===== src/rtl/fetch_pcgen.sv =====
// Fetch stage: owns the fetch PC, drives a hold-until-data instruction bus and
// fills the fetch/decode register, squashing wrong-path words on redirect.
module fetch_pcgen #(
  parameter logic [63:0] RESET_PC = 64'h8000_0000
) (
  input  logic        clk,
  input  logic        reset,
  output logic        ireq_valid,
  output logic [63:0] ireq_addr,
  input  logic        iresp_data_ok,
  input  logic [31:0] iresp_data,
  input  logic        stall,
  input  logic        PCSel,
  input  logic [63:0] pc_address,
  output logic        f_valid,
  output logic [63:0] f_pc,
  output logic [31:0] f_instr
);

  typedef enum logic [1:0] {S_FETCH, S_WAIT_FLUSH, S_HOLD} state_t;

  state_t      state_q, state_d;
  logic [63:0] pc_q, pc_d;
  logic [63:0] saved_q, saved_d;
  logic [63:0] skid_pc_q, skid_pc_d;
  logic [31:0] skid_instr_q, skid_instr_d;
  logic        f_valid_q, f_valid_d;
  logic [63:0] f_pc_q, f_pc_d;
  logic [31:0] f_instr_q, f_instr_d;
  logic        out_free;

  assign out_free = !f_valid_q || !stall;

  always_ff @(posedge clk or posedge reset) begin
    if (reset) state_q <= S_FETCH;
    else       state_q <= state_d;
  end

  always_ff @(posedge clk or posedge reset) begin
    if (reset) begin
      pc_q         <= RESET_PC;
      saved_q      <= '0;
      skid_pc_q    <= '0;
      skid_instr_q <= '0;
      f_valid_q    <= 1'b0;
      f_pc_q       <= '0;
      f_instr_q    <= '0;
    end else begin
      pc_q         <= pc_d;
      saved_q      <= saved_d;
      skid_pc_q    <= skid_pc_d;
      skid_instr_q <= skid_instr_d;
      f_valid_q    <= f_valid_d;
      f_pc_q       <= f_pc_d;
      f_instr_q    <= f_instr_d;
    end
  end

  always_comb begin
    state_d      = state_q;
    pc_d         = pc_q;
    saved_d      = saved_q;
    skid_pc_d    = skid_pc_q;
    skid_instr_d = skid_instr_q;
    f_valid_d    = f_valid_q && stall;
    f_pc_d       = f_pc_q;
    f_instr_d    = f_instr_q;
    case (state_q)
      S_FETCH: begin
        if (PCSel) begin
          if (iresp_data_ok) begin
            pc_d = pc_address;
          end else begin
            saved_d = pc_address;
            state_d = S_WAIT_FLUSH;
          end
        end else if (iresp_data_ok) begin
          if (out_free) begin
            f_valid_d = 1'b1;
            f_pc_d    = pc_q;
            f_instr_d = iresp_data;
          end else begin
            skid_pc_d    = pc_q;
            skid_instr_d = iresp_data;
            state_d      = S_HOLD;
          end
          pc_d = pc_q + 64'd4;
        end
      end
      S_WAIT_FLUSH: begin
        // A redirect landing on the data_ok cycle beats the saved target.
        if (PCSel) saved_d = pc_address;
        if (iresp_data_ok) begin
          pc_d    = PCSel ? pc_address : saved_q;
          state_d = S_FETCH;
        end
      end
      S_HOLD: begin
        if (PCSel) begin
          pc_d    = pc_address;
          state_d = S_FETCH;
        end else if (!stall) begin
          f_valid_d = 1'b1;
          f_pc_d    = skid_pc_q;
          f_instr_d = skid_instr_q;
          state_d   = S_FETCH;
        end
      end
      default: state_d = S_FETCH;
    endcase
    if (PCSel) f_valid_d = 1'b0;
  end

  always_comb begin
    ireq_valid = (state_q != S_HOLD) && !reset;
    ireq_addr  = pc_q;
    f_valid    = f_valid_q;
    f_pc       = f_pc_q;
    f_instr    = f_instr_q;
  end

endmodule


===== config.mk =====
export PLATFORM = sky130hd
export DESIGN_NAME = fetch_pcgen
export DESIGN_NICKNAME = d
export VERILOG_FILES = /design/src/rtl/fetch_pcgen.sv
export SDC_FILE = /design/constraint.sdc
export NUM_CORES = 1
export LEC_CHECK = 0
export BUFFER_PORTS_ARGS = -buffer_cell sky130_fd_sc_hd__buf_2
export CORE_MARGIN = 2
export CORE_UTILIZATION = 52
export CTS_CLUSTER_DIAMETER = 50
export DETAILED_ROUTE_END_ITERATION = 8
export GPL_TIMING_DRIVEN = 0
export PLACE_DENSITY_LB_ADDON = 0.3
export SETUP_SLACK_MARGIN = 0.02
export SYNTH_ARGS = -nofsm -noshare
export SYNTH_HDL_FRONTEND = slang
export SYNTH_SLANG_ARGS = --single-unit
export TNS_END_PERCENT = 5

===== constraint.sdc =====
create_clock -name clk -period 8.35 [get_ports clk]
set_input_delay 0 -clock clk [delete_from_list [all_inputs] [get_ports clk]]
set_output_delay 0 -clock clk [all_outputs]
set_load 0.01 [all_outputs]

# == Yosys cells after proc, flatten, opt, wreduce, memory -nomap -nowiden ==
# Index checks and enable logic that the tools add are counted.
# totals
ff_bits,323
latch_bits,0
ramBits,0
mem_bits_ro,0
in_bits,101
output_inout_bits,162
elab_cells,77
memories,0
# op_classes
add_sub_neg,1
n_mul,0
n_div,0
order_cmp,0
n_eq_ne,16
n_shift,0
n_mux,35
bitwise_logic,2
n_reduce_logical,15
# ops
operator,n
two-way mux 64 bit,13
one-hot mux 64 bit (2 select lines),2
one-hot mux 64 bit (3 select lines),1
two-way mux 32 bit,5
"adder 64 x 3 -> 64 bit, second input constant",1
one-hot mux 32 bit (2 select lines),1
"inequality test 2 bit, second input constant",10
two-way mux 2 bit,7
"inequality test 3 bit, second input constant",4
AND reduction 4 bit,2
one-hot mux 2 bit (3 select lines),1
AND reduction 6 bit,1
AND reduction 5 bit,1
two-way mux 1 bit,4
nonzero test 2 bit,2
logical NOT 1 bit,3
AND reduction 3 bit,1
nonzero test 3 bit,1
"== test 2 x 1 -> 1 bit, second input constant",1
"== test 2 bit, second input constant",1
logical AND 1 bit,2
logical NOT 2 bit,1
NOT 1 bit,2
one-hot mux 1 bit (2 select lines),1
logical OR 1 bit,1

# == Longest topological paths before layout ==
# depth
ltp_word,6
ltp_mapped,10
ltp_nobuf,7

# == Worst setup path after synthesis ==
# OpenSTA, ideal clock, no wires.
# synth_path
path_kind,reg-to-reg
startpoint,register pc_q[2] (netlist: ireq_addr[2])
endpoint,register pc_q[26] (netlist: ireq_addr[26])
setup_time_ns,0.124
arrival_ns,2.341
t_required_ns,8.226
setup_slack_ns,5.885
path_stages_with_launch,8
path_buffers,1
period_less_slack_ns,2.465
path_cell_list,dfrtp_1 > ha_1 > nand4_2 > or4_1 > buf_2 > or3_4 > o211a_1 > a211o_1
# synth_via
elab_chain_cells,4
# synth_rtl
item,line_no,source
"start, declared",23,"logic [63:0] pc_q, pc_d;"
"start signal, assigned",49,pc_q <= pc_d;
adder 64 x 3 -> 64 bit,87,pc_d = pc_q + 64'd4;
two-way mux 64 bit,77,end else if (iresp_data_ok) begin
two-way mux 64 bit,70,if (PCSel) begin
one-hot mux 64 bit (3 select lines),68,case (state_q)
# No other way between the ends. The select of a mux whose other input is x is not followed.
# A chain may end at the register's enable or synchronous reset.

# == Worst setup path after layout ==
# layout_path
startpoint,register state_q[1]
endpoint,register pc_q[34] (netlist: ireq_addr[34])
# layout_via
elab_chain_cells,3
word_cells_on_any_way,9
classes_between,eq/ne (5); mux (1); reduce/logical (3)
# layout_rtl
item,line_no,source
"start, declared",22,"state_t state_q, state_d;"
"start signal, assigned",36,else state_q <= state_d;
== test 2 bit (tied with other cells),68,
inequality test 2 bit (no line) / nonzero test 3 bit (equally long branches),--,
AND reduction 4 bit (no line),--,
# Parallel ways exist; a longest one is shown, timed or not.

==> out/qor.yml <==
logic_synthesis:
  yosys.area.top_type: "dfrtp_1"
  synth.top_cell.area_share: 0.483
  ys_warn_count: 0
  ys_top_cells_by_area: "dfrtp_1 (48%), mux2_2 (12%), mux2i_1 (7.3%)"
  synth-edff-count: 0
  syn_nets: 1724
  dominantRegCellSynth: "dfrtp_1"
  postSynthCellCount: 1618
  synth.ff_latch_count: 323
  synth.top_cells.by_count: "dfrtp_1 (322), mux2_2 (182), a21oi_1 (169)"
  ys_seq_area_frac: 0.485
  async_flop_share: 1.00
  synth_most_common_cell: "dfrtp_1"
  synthDistinctLibCells: 74
  syn_avg_cell_area_um2: 10.3
  netlist_area_um2: 16700
timing:
  min_period_ns: 3.69
  tightest_slew_ns: 1.32
  fin_crit_sh: 0.442
  drv_slew: 0
  rsz0062_at_grt: "false"
  fin_worst_skew_ns: 0.0229
  slew_headroom: 0.114
  clock.fmax_mhz: 271
  finalHoldViolCount: 0
  postLayoutSetupSlackWorst_ns: 4.66
  final-setup-viol-count: 0
  tns_ns: 0
clocking:
  post_cts_buffers: 0
  cts_tree: "yes"
  cts_buffer_depth: 3
  clk_pin_slew_ns: 0.06
  cts_sinks: 323
  clk_latency_ns: 0.54
  cts_inserted_buffers: 40
  h-tree-depth: 2
  root_buffer: "clkbuf_16"
final_layout:
  fin_nets: 2137
  antenna_cells: 0
  fin_cells: 2462
  nFillCells: 2447
  drive_gt1_frac: 0.269
  area_growth_pct: 25.7
routing:
  route.detailed.drc: 1
  via_per_inst: 6.36
  first_pass_iters: 8
  drtAntennaViolNets: 0
  dr.first_iter.drc_count: 1845
  vias: 15650
  routed_wirelength_mm: 60.6
  wl_per_cell_um: 24.6
job:
  cap_violations: 0
grt:
  antenna_found_initial: 0
  grt.total_usage: 0.360
  grt_pass1_vias: 15594
  overflow: 0
  grt_pass1_wl_mm: 92.1
  grt_max_degree: 44
die:
  start_util: 0.528
  dieArea_um2: 33500
  die_x_um: 183
  core_area_um2: 31600
  ios: 263
  dieHeight_um: 183
  fp-row-count: 65
place:
  dpl_worst_slack_ns: 4.89
  portBuffers: 262
  gp_routability_congestion: 0.976
  post-place-cells: 2292
  post-dp-hpwl_mm: 41.2
worst_setup_path:
  path_cells: "inv_1 > ha_1 > clkbuf_1 > o21bai_1 > and3_1 > clkbuf_1 > clkbuf_1 > buf_1 > o31ai_1 > o2bb2ai_1"
  cp-end-kind: "register"
  slowest_delay_ns: 0.77
  path_max_fanout: 10
  worstSetupPathDepth: 10
  crit_family: "buffers and inverters"
  path_common_cell: "clkbuf_1"
  critPathBufInv: 5
  r2r-start: "state_q[1]$_DFFE_PP0P_"
  cpMaxStageDelayCell: "buf_1"
  cp-start-kind: "register"
  r2r_cells: 10
  r2r_slack_ns: 4.66
  required_ns: 8.74
  cp_data_arrival_time_ns: 4.07
  critPathKind: "register to register"
  worstReg2RegEnd: "ireq_addr[34]$_DFFE_PP0P_"
power:
  pwr-share-comb: 0.494
  ir_drop_uv: 270
  p_int_mw: 5.05
  powerDensity_nw_per_um2: 434
  clock_power_share: 0.187
  swShare: 0.445
  p_sw_mw: 4.04
  p_leak_nw: 9.01
  pwr-share-seq: 0.318
status:
  status: "complete, but fails checks"
  violations: "design-rule violations"
min_path:
  hold_class: "input port to async pin"
-- flip-flops by register name, summed over array words and instances, names as in the netlist --
signal / cells
f_pc: 64
skid_instr_q: 32
ireq_addr: 64
state_q: 2
f_instr: 32
f_valid: 1
saved_q: 64
skid_pc_q: 64
-- logic make-up (layout without fill, tap and decap cells) --
logic type               count (synthesis)  after routing  share of synthesized area
AO/OA/AOI/OAI                          382            382                      0.149
buffers and inverters                  168            610                     0.0396
flip-flops                             323            323                      0.485
adder cells (fa/ha/maj)                  5              5                    0.00375
AND/OR/NAND/NOR                        430            430                      0.124
XOR/XNOR                                 6              6                    0.00315
multiplexers                           304            304                      0.196
-- worst reg2reg max path, cell delays in order (launching register included) --
cell	delay, ns
dfrtp_1	0.42
inv_1	0.10
ha_1	0.18
clkbuf_1	0.22
o21bai_1	0.31
and3_1	0.20
clkbuf_1	0.35
clkbuf_1	0.55
buf_1	0.77
o31ai_1	0.21
o2bb2ai_1	0.23
-- cell type report --
| class | count | area, um2 | area share |
|---|---|---|---|
| plain buffers | 146 | 578 | 0.0276 |
| inverters | 22 | 86.3 | 0.00412 |
| flip-flops and latches | 323 | 8080 | 0.386 |
| repair buffers | 371 | 2480 | 0.119 |
| clock inverters | 16 | 160 | 0.00764 |
| multi-input cells | 1127 | 7940 | 0.379 |
| well taps | 402 | 503 | 0.0240 |
| clock buffers | 55 | 1130 | 0.0539 |
-- how the worst max path moves through the flow --
stage,start,to
floorplan,reset,f_instr[0]$_DFFE_PP0P_
global placement,reset,f_pc[26]$_DFFE_PP0P_
detailed placement,state_q[1]$_DFFE_PP0P_,ireq_addr[34]$_DFFE_PP0P_
CTS,state_q[0]$_DFFE_PP0P_,ireq_valid
global route,state_q[0]$_DFFE_PP0P_,ireq_valid
finish,state_q[1]$_DFFE_PP0P_,ireq_addr[34]$_DFFE_PP0P_
-- stage by stage --
| stage | power, mW | cell area [um2] | util | hold WS [ns] |
|---|---|---|---|---|
| 4_1_cts | 8.94 | 21000 | 0.664 | 0.101 |
| 3_3_place_gp | 7.05 | 18500 | 0.586 | 0.240 |
| 5_1_grt | 9.55 | 21000 | 0.664 | 0.147 |
| 6_report | 9.10 | 21000 | 0.664 | 0.139 |
| 2_1_floorplan | 5.56 | 16700 | - | 0.0429 |
| 3_5_place_dp | 7.18 | 18700 | 0.592 | 0.165 |
-- power groups by stage --
stage          clock [mW]  combinational, mW  sequential, mW
3_5_place_dp            0               4.30            2.88
2_1_floorplan           0               2.62            2.94
4_1_cts              1.71               4.36            2.87
6_report             1.70               4.50            2.89
3_3_place_gp            0               4.20            2.85
5_1_grt              1.79               4.79            2.98
-- placed cells by master, fill, tap and decap left out, types with 4 or more instances in the layout --
master         instances
a32o_1                 4
a21o_1                 4
a21oi_1              169
inv_6                  4
ha_1                   5
o21ai_0               38
o31a_1                 8
or4_1                  8
nor4_1                25
nor2_1               149
buf_1                 20
nor3_1                26
o21a_1                 6
o311ai_0               6
nand2_1               97
clkinv_4               4
inv_1                 20
a311oi_1               5
clkbuf_1             114
nand3_1               40
buf_2                283
o211ai_1              19
clkbuf_16             42
a211oi_1              12
mux2_2               182
a221oi_1              27
xor2_1                 5
nand4_1               47
clkinvlp_4             4
a22oi_1               18
mux2i_1              122
or3_1                  6
buf_12                 8
dfrtp_1              322
and3_1                 8
dlygate4sd3_1         99
o31ai_1               21
-- repair_timing --
action	in CTS	in global routing
hold buffers	99	0
resized for setup	0	0
hold endpoints to repair	216	0
-- layer usage --
layer  routed length [um]  global-route usage
met2                27900               0.578
met5                    0                   0
met4                 2520               0.146
met1                23900               0.476
met3                 6280              0.0812
(Power assumes the default switching activity.)
